`src/rtl/id_pkg.sv`:
```
// Shared MIPS32 decode constants and the predecode record stored with every
// issue-queue entry.
package id_pkg;

    localparam logic [5:0] OP_SPECIAL = 6'h00;
    localparam logic [5:0] OP_REGIMM  = 6'h01;
    localparam logic [5:0] OP_J       = 6'h02;
    localparam logic [5:0] OP_JAL     = 6'h03;
    localparam logic [5:0] OP_BGTZ    = 6'h07;
    localparam logic [5:0] OP_ADDI    = 6'h08;
    localparam logic [5:0] OP_LUI     = 6'h0F;
    localparam logic [5:0] OP_COP0    = 6'h10;
    localparam logic [5:0] OP_LB      = 6'h20;
    localparam logic [5:0] OP_LH      = 6'h21;
    localparam logic [5:0] OP_LW      = 6'h23;
    localparam logic [5:0] OP_LBU     = 6'h24;
    localparam logic [5:0] OP_LHU     = 6'h25;

    localparam logic [5:0] F_JR      = 6'h08;
    localparam logic [5:0] F_JALR    = 6'h09;
    localparam logic [5:0] F_SYSCALL = 6'h0C;
    localparam logic [5:0] F_BREAK   = 6'h0D;
    localparam logic [5:0] F_MTHI    = 6'h11;
    localparam logic [5:0] F_MTLO    = 6'h13;
    localparam logic [5:0] F_MULT    = 6'h18;
    localparam logic [5:0] F_MULTU   = 6'h19;
    localparam logic [5:0] F_DIV     = 6'h1A;
    localparam logic [5:0] F_DIVU    = 6'h1B;

    localparam logic [4:0] RT_BLTZAL = 5'h10;
    localparam logic [4:0] RT_BGEZAL = 5'h11;
    localparam logic [4:0] RS_MF     = 5'h00;
    localparam logic [4:0] REG_RA    = 5'd31;

    typedef struct packed {
        logic       wren;
        logic [4:0] waddr;
        logic       isload;
        logic       isbranch;
    } pd_t;

    localparam int unsigned PD_W = $bits(pd_t);

    function automatic logic is_load_op(input logic [5:0] op);
        return (op == OP_LB) || (op == OP_LH) || (op == OP_LW) ||
               (op == OP_LBU) || (op == OP_LHU);
    endfunction

endpackage

```
`src/rtl/id_issue_queue_if.sv`:
```
// Fetch-to-queue and queue-to-EX signal bundle; slave is the queue side.
interface id_issue_queue_if #(
    parameter int unsigned PC_W   = 32,
    parameter int unsigned INST_W = 32,
    parameter int unsigned CNT_W  = 3
);
    logic              flush_i;
    logic              if_valid_i;
    logic [PC_W-1:0]   if_pc_i;
    logic [INST_W-1:0] if_inst_i;
    logic              if_inslot_i;
    logic              if_ready_o;
    logic              ex_ready_i;
    logic              id_valid_o;
    logic [PC_W-1:0]   id_pc_o;
    logic [INST_W-1:0] id_inst_o;
    logic              id_inslot_o;
    logic              id_wren_o;
    logic [4:0]        id_waddr_o;
    logic              id_isload_o;
    logic              id_isbranch_o;
    logic [CNT_W-1:0]  id_count_o;

    modport master (
        output flush_i, if_valid_i, if_pc_i, if_inst_i, if_inslot_i, ex_ready_i,
        input  if_ready_o, id_valid_o, id_pc_o, id_inst_o, id_inslot_o,
               id_wren_o, id_waddr_o, id_isload_o, id_isbranch_o, id_count_o
    );

    modport slave (
        input  flush_i, if_valid_i, if_pc_i, if_inst_i, if_inslot_i, ex_ready_i,
        output if_ready_o, id_valid_o, id_pc_o, id_inst_o, id_inslot_o,
               id_wren_o, id_waddr_o, id_isload_o, id_isbranch_o, id_count_o
    );
endinterface

```
`src/rtl/id_predecode.sv`:
```
// Combinational MIPS32 predecode: GPR write target, load and branch/jump flags.
module id_predecode
    import id_pkg::*;
(
    input  logic [31:0] inst,
    output pd_t         pd
);
    logic [5:0] op;
    logic [4:0] rs;
    logic [4:0] rt;
    logic [4:0] rd;
    logic [5:0] funct;
    logic       wr;
    logic [4:0] wa;
    logic       unused_bits;

    assign op          = inst[31:26];
    assign rs          = inst[25:21];
    assign rt          = inst[20:16];
    assign rd          = inst[15:11];
    assign funct       = inst[5:0];
    assign unused_bits = ^inst[10:6];

    always_comb begin
        wr = 1'b0;
        wa = 5'd0;
        pd = '0;

        if (op == OP_JAL) begin
            wr = 1'b1;
            wa = REG_RA;
        end else if (op == OP_REGIMM) begin
            if ((rt == RT_BLTZAL) || (rt == RT_BGEZAL)) begin
                wr = 1'b1;
                wa = REG_RA;
            end
        end else if (((op >= OP_ADDI) && (op <= OP_LUI)) || is_load_op(op) ||
                     ((op == OP_COP0) && (rs == RS_MF))) begin
            wr = 1'b1;
            wa = rt;
        end else if (op == OP_SPECIAL) begin
            // HI/LO writers and traps never touch the GPR file
            unique case (funct)
                F_JR, F_MTHI, F_MTLO, F_MULT, F_MULTU,
                F_DIV, F_DIVU, F_SYSCALL, F_BREAK: wr = 1'b0;
                default: begin
                    wr = 1'b1;
                    wa = rd;
                end
            endcase
        end

        pd.wren     = wr && (wa != 5'd0);
        pd.waddr    = wr ? wa : 5'd0;
        pd.isload   = is_load_op(op);
        pd.isbranch = ((op >= OP_J) && (op <= OP_BGTZ)) || (op == OP_REGIMM) ||
                      ((op == OP_SPECIAL) && ((funct == F_JR) || (funct == F_JALR)));
    end
endmodule

```
`src/rtl/id_issue_queue.sv`:
```
// ID-stage issue FIFO: predecodes on write, issues head to EX with load-use
// interlock and optional branch/delay-slot pairing.
module id_issue_queue
    import id_pkg::*;
#(
    parameter int unsigned DEPTH     = 4,
    parameter int unsigned PC_W      = 32,
    parameter int unsigned INST_W    = 32,
    parameter int unsigned SLOT_PAIR = 1
) (
    input  logic          clk,
    input  logic          rst,
    id_issue_queue_if.slave q
);
    localparam int unsigned PTR_W = $clog2(DEPTH);
    localparam int unsigned CNT_W = PTR_W + 1;

    logic [PC_W-1:0]   pc_mem     [DEPTH];
    logic [INST_W-1:0] inst_mem   [DEPTH];
    logic              inslot_mem [DEPTH];
    logic [PD_W-1:0]   pd_mem     [DEPTH];

    logic [PTR_W-1:0] wr_ptr;
    logic [PTR_W-1:0] rd_ptr;
    logic [CNT_W-1:0] count;
    logic             lu_valid;
    logic [4:0]       lu_addr;

    pd_t         wr_pd;
    pd_t         head_pd;
    logic [4:0]  head_rs;
    logic [4:0]  head_rt;
    logic        hazard;
    logic        pair_wait;
    logic        ready;
    logic        valid;
    logic        push;
    logic        pop;

    id_predecode u_predecode (
        .inst (32'(q.if_inst_i)),
        .pd   (wr_pd)
    );

    assign head_pd = pd_t'(pd_mem[rd_ptr]);
    assign head_rs = inst_mem[rd_ptr][25:21];
    assign head_rt = inst_mem[rd_ptr][20:16];

    assign hazard    = lu_valid &&
                       (((head_rs != 5'd0) && (head_rs == lu_addr)) ||
                        ((head_rt != 5'd0) && (head_rt == lu_addr)));
    assign pair_wait = (SLOT_PAIR != 0) && head_pd.isbranch && (count < CNT_W'(2));
    assign ready     = count < CNT_W'(DEPTH);
    assign valid     = (count != '0) && !hazard && !pair_wait;
    assign push      = q.if_valid_i && ready && !q.flush_i;
    assign pop       = valid && q.ex_ready_i && !q.flush_i;

    // Storage is reset so the head reads as all-zero out of reset; flush leaves it alone
    always_ff @(posedge clk or posedge rst) begin
        if (rst) begin
            for (int i = 0; i < int'(DEPTH); i++) begin
                pc_mem[i]     <= '0;
                inst_mem[i]   <= '0;
                inslot_mem[i] <= 1'b0;
                pd_mem[i]     <= '0;
            end
        end else if (push) begin
            pc_mem[wr_ptr]     <= q.if_pc_i;
            inst_mem[wr_ptr]   <= q.if_inst_i;
            inslot_mem[wr_ptr] <= q.if_inslot_i;
            pd_mem[wr_ptr]     <= PD_W'(wr_pd);
        end
    end

    // Pointers wrap naturally since DEPTH is a power of two
    always_ff @(posedge clk or posedge rst) begin
        if (rst) begin
            wr_ptr <= '0;
            rd_ptr <= '0;
            count  <= '0;
        end else if (q.flush_i) begin
            wr_ptr <= '0;
            rd_ptr <= '0;
            count  <= '0;
        end else begin
            if (push) wr_ptr <= wr_ptr + PTR_W'(1);
            if (pop)  rd_ptr <= rd_ptr + PTR_W'(1);
            unique case ({push, pop})
                2'b10:   count <= count + CNT_W'(1);
                2'b01:   count <= count - CNT_W'(1);
                default: count <= count;
            endcase
        end
    end

    // Load-use tracker: remembers the last popped load until EX moves on
    always_ff @(posedge clk or posedge rst) begin
        if (rst) begin
            lu_valid <= 1'b0;
            lu_addr  <= 5'd0;
        end else if (q.flush_i) begin
            lu_valid <= 1'b0;
        end else if (pop && head_pd.isload) begin
            lu_valid <= 1'b1;
            lu_addr  <= head_pd.waddr;
        end else if (q.ex_ready_i) begin
            lu_valid <= 1'b0;
        end
    end

    assign q.if_ready_o    = ready;
    assign q.id_valid_o    = valid;
    assign q.id_pc_o       = pc_mem[rd_ptr];
    assign q.id_inst_o     = inst_mem[rd_ptr];
    assign q.id_inslot_o   = inslot_mem[rd_ptr];
    assign q.id_wren_o     = head_pd.wren;
    assign q.id_waddr_o    = head_pd.waddr;
    assign q.id_isload_o   = head_pd.isload;
    assign q.id_isbranch_o = head_pd.isbranch;
    assign q.id_count_o    = count;
endmodule

```
`src/flat_wrapper.sv`:
```
// flat-port wrapper written by rule: the top's interface ports become plain ports
module id_issue_queue_flat import id_pkg::*;
#(
    parameter int unsigned DEPTH     = 4,
    parameter int unsigned PC_W      = 32,
    parameter int unsigned INST_W    = 32,
    parameter int unsigned SLOT_PAIR = 1
)
  (clk, rst, q_flush_i, q_if_valid_i, q_if_pc_i, q_if_inst_i, q_if_inslot_i, q_ex_ready_i, q_if_ready_o, q_id_valid_o, q_id_pc_o, q_id_inst_o, q_id_inslot_o, q_id_wren_o, q_id_waddr_o, q_id_isload_o, q_id_isbranch_o, q_id_count_o);
  id_issue_queue_if #(.PC_W(PC_W), .INST_W(INST_W), .CNT_W((3))) q_i ();
  input  logic clk;
  input  logic rst;
  input wire logic [$bits(q_i.flush_i)-1:0] q_flush_i;
  input wire logic [$bits(q_i.if_valid_i)-1:0] q_if_valid_i;
  input wire logic [$bits(q_i.if_pc_i)-1:0] q_if_pc_i;
  input wire logic [$bits(q_i.if_inst_i)-1:0] q_if_inst_i;
  input wire logic [$bits(q_i.if_inslot_i)-1:0] q_if_inslot_i;
  input wire logic [$bits(q_i.ex_ready_i)-1:0] q_ex_ready_i;
  output wire logic [$bits(q_i.if_ready_o)-1:0] q_if_ready_o;
  output wire logic [$bits(q_i.id_valid_o)-1:0] q_id_valid_o;
  output wire logic [$bits(q_i.id_pc_o)-1:0] q_id_pc_o;
  output wire logic [$bits(q_i.id_inst_o)-1:0] q_id_inst_o;
  output wire logic [$bits(q_i.id_inslot_o)-1:0] q_id_inslot_o;
  output wire logic [$bits(q_i.id_wren_o)-1:0] q_id_wren_o;
  output wire logic [$bits(q_i.id_waddr_o)-1:0] q_id_waddr_o;
  output wire logic [$bits(q_i.id_isload_o)-1:0] q_id_isload_o;
  output wire logic [$bits(q_i.id_isbranch_o)-1:0] q_id_isbranch_o;
  output wire logic [$bits(q_i.id_count_o)-1:0] q_id_count_o;
  assign q_i.flush_i = q_flush_i;
  assign q_i.if_valid_i = q_if_valid_i;
  assign q_i.if_pc_i = q_if_pc_i;
  assign q_i.if_inst_i = q_if_inst_i;
  assign q_i.if_inslot_i = q_if_inslot_i;
  assign q_i.ex_ready_i = q_ex_ready_i;
  assign q_if_ready_o = q_i.if_ready_o;
  assign q_id_valid_o = q_i.id_valid_o;
  assign q_id_pc_o = q_i.id_pc_o;
  assign q_id_inst_o = q_i.id_inst_o;
  assign q_id_inslot_o = q_i.id_inslot_o;
  assign q_id_wren_o = q_i.id_wren_o;
  assign q_id_waddr_o = q_i.id_waddr_o;
  assign q_id_isload_o = q_i.id_isload_o;
  assign q_id_isbranch_o = q_i.id_isbranch_o;
  assign q_id_count_o = q_i.id_count_o;
  id_issue_queue #(.DEPTH(DEPTH), .PC_W(PC_W), .INST_W(INST_W), .SLOT_PAIR(SLOT_PAIR)) u_core (.clk(clk), .rst(rst), .q(q_i));
endmodule
```
`config.mk`:
```
export PLATFORM = sky130hd
export DESIGN_NAME = id_issue_queue_flat
export DESIGN_NICKNAME = d
export VERILOG_FILES = /design/src/rtl/id_pkg.sv /design/src/rtl/id_issue_queue_if.sv /design/src/rtl/id_predecode.sv /design/src/rtl/id_issue_queue.sv /design/src/flat_wrapper.sv
export SDC_FILE = /design/constraint.sdc
export NUM_CORES = 1
export LEC_CHECK = 0
export BUFFER_PORTS_ARGS = -buffer_cell sky130_fd_sc_hd__buf_2
export CORE_UTILIZATION = 60
export CTS_CLUSTER_DIAMETER = 120
export CTS_CLUSTER_SIZE = 16
export DETAILED_ROUTE_END_ITERATION = 10
export PLACE_DENSITY_LB_ADDON = 0.1
export SLEW_MARGIN = 15
export SYNTH_ARGS = -nofsm -noshare
export SYNTH_HDL_FRONTEND = slang
export SYNTH_SLANG_ARGS = --single-unit
```
`constraint.sdc`:
```
create_clock -name clk -period 19.1 [get_ports clk]
set_input_delay 3.82 -clock clk [delete_from_list [all_inputs] [get_ports clk]]
set_output_delay 3.82 -clock clk [all_outputs]
set_load 0.02 [all_outputs]
```
==> results_dict.tcl <==
set metrics [dict create \
    run_status "finished with violations" \
    failed_checks "DRC" \
    drt-pass1-iter-count 8 \
    cts_tree "done" \
    insertion_delay_ns 0.52 \
    cp_max_fo 45 \
    final-max-slew-violation-count 0 \
    num_rows 54 \
    setup.worst_path.end_class "primary output" \
    hold_slack_ns 0.470 \
    start_kind "register" \
    worst_pin_slew_ns 1.06 \
    critPathKind "register to primary output" \
    hpwl_um 19500 \
    floorplan.io_pins 148 \
    power.total_mw 2.26 \
    synth_fp_nets 1496 \
    yosys-top-cells-area "dfrtp_1 56%, nand2_1 23%, mux4_2 11%" \
    synth_enable_flop_cells 0 \
    htreeDepth 1 \
    fillers 1698 \
    core-area_um2 22000 \
    yosysTopAreaCellShare 0.560 \
    drcViolationCount 24 \
    slew_headroom 0.296 \
    cts_hold_buf 0 \
    syn_inst 1421 \
    cp.required_ns 15.28 \
    root_buffer "clkbuf_16" \
    powerDensity_nw_per_um2 150 \
    cp.arrival_ns 3.77 \
    die_w_um 153 \
    drive_gt1_frac 0.175 \
    yosys_warnings 0 \
    ctsLongestPathBuffers 3 \
    first_global_vias 10500 \
    fin_cells 1799 \
    hold_violations 0 \
    start_util 0.619 \
    cts_resized 0 \
    die_h_um 153 \
    io_buffers 147 \
    synth_common_cells "821 x nand2_1, 305 x dfrtp_1, 65 x mux4_2" \
    ys_seq_elements 305 \
    antenna_found_initial 2 \
    critPathBufInv 2 \
    grt_overflow 0 \
    synthArstFlopShare 1.00 \
    grt_pass1_wl_um 55700 \
    clock_sinks 305 \
    timing.final.crit_share 0.398 \
    drt-total-wl_um 33900 \
    grt_max_degree 184 \
    ant_nets 0 \
    vias 10300 \
    drt_iter0_drc 956 \
    yosysMostFrequentCell "nand2_1" \
    routed_via_density 5.73 \
    area_growth_pct 10.9 \
    slowest_stage "dfrtp_4" \
    fin_skew_ns 0.0177 \
    cts_setup_buffers 0 \
    final.setup.tns_ns 0 \
    placedCellCount 1771 \
    cap_violations 0 \
    r2r-start "u_core.rd_ptr[0]" \
    worstHoldStart "u_core.inst_mem[116]" \
    place_ws_ns 12.03 \
    place_congestion 0.819 \
    nets 1591 \
    postSynthAreaPerCell_um2 9.59 \
    hp-class "register to register" \
    syn_area_um2 13600 \
    max_stage_delay_ns 1.04 \
    cts.clk_slew.worst_paths_ns 0.07 \
    cts_buffers 23 \
    cpLargestDelayFamily "flip-flops" \
    dieArea_um2 23300 \
    ir_drop_uv 83.7 \
    p_leak_nw 7.93 \
    layout_setup_ws_ns 11.51 \
    critical_path.cell_chain "buf_4 -> mux4_2 -> o21ai_0 -> o31ai_2 -> a41oi_1 -> buf_2" \
    seq_area_frac_synth 0.560 \
    yosysTopAreaCell "dfrtp_1" \
    max_freq_ghz 0.132 \
    grt_usage 0.302 \
    rsz0062_at_grt "no" \
    synth-main-ff-cell "dfrtp_1" \
    r2r_slack_ns 15.13 \
    wl_per_cell_um 18.9 \
    setup_viol 0 \
    crit_start "u_core.rd_ptr[0]" \
    synth_cell_types 50 \
    finalCriticalPeriod_ns 7.59 \
]
[flip-flops by register name, summed over array words and instances, names as in the netlist]
signal / cells
u_core.wr_ptr: 2
u_core.lu_addr: 5
u_core.pd_mem: 32
u_core.rd_ptr: 2
u_core.q.id_count_o: 3
u_core.pc_mem: 128
u_core.inst_mem: 128
u_core.inslot_mem: 4
u_core.lu_valid: 1
[metrics by stage]
step	cell area [um2]	util
global placement	14500	0.659
detailed placement	14500	0.659
CTS	15100	0.686
global route	15100	0.686
floorplan	13600	-
finish	15100	0.686
[layout make-up]
type                       count  area [um2]  share of cell area
clock inverter                 1        16.3             0.00108
clock buffer                  26         587              0.0388
sequential                   305        7640               0.506
multi-input combinational   1026        5690               0.376
inverter                       6        30.0             0.00199
antenna                        1        2.50            0.000166
timing repair buffer         154         801              0.0530
tap                          280         350              0.0232
[layout by cell type, fill, tap and decap left out, drive strengths merged, types with 2 or more instances in the layout]
cell type	count
a21oi	11
xnor2	6
inv	7
nor2b	2
nor2	14
a41oi	2
nor3	6
nand2	821
buf	154
clkbuf	26
mux2	5
ha	4
a221oi	5
nand2b	2
and2	5
xor2	5
dfrtp	305
o31ai	2
mux4	73
o21ai	32
nor4b	3
nand3	7
nor4	3
[cell families after synthesis]
family                     synth area share
AOI/OAI and AO/OA                    0.0271
xor gates and xnor gates            0.00707
adders and majority gates           0.00514
buffers and inverters                0.0256
DFF                                   0.560
muxes                                 0.128
and+or+nand+nor                       0.248
[path summary, 6_finish.rpt]
check | depth (start not counted) | end
worst max-delay path | 6 | q_id_valid_o
worst min-delay path | 2 | u_core.inst_mem[116]
worst max register to register | 8 | u_core.q.id_count_o[1]
worst min register to register | 2 | u_core.inst_mem[116]
max in group asynchronous | 3 | u_core.rd_ptr[1]
min in group asynchronous | 2 | u_core.inst_mem[67]
[worst reg2reg max path: stages (launching register included)]
cell and delay, ns:
dfrtp_4 1.04, buf_4 0.69, mux4_2 0.41, o21ai_0 0.36, o31ai_2 0.24, nor4_1 0.39, fa_1 0.47, a21bo_2 0.19
a21oi_1 0.06
[where the power goes]
part | switching (mW) | total, mW | internal, mW
clock | 0.219 | 0.437 | 0.218
combinational | 0.444 | 0.781 | 0.337
sequential | 0.154 | 1.04 | 0.889
total | 0.818 | 2.26 | 1.44
[per-layer routing]
metal,wire [um],GRT usage,up-vias
li1,-,-,4767
met1,14700,0.432,5106
met2,16000,0.486,374
met3,2580,0.0546,51
met4,667,0.0722,2
met5,8,0,-
Note: power is estimated with default switching activity, not from simulation.
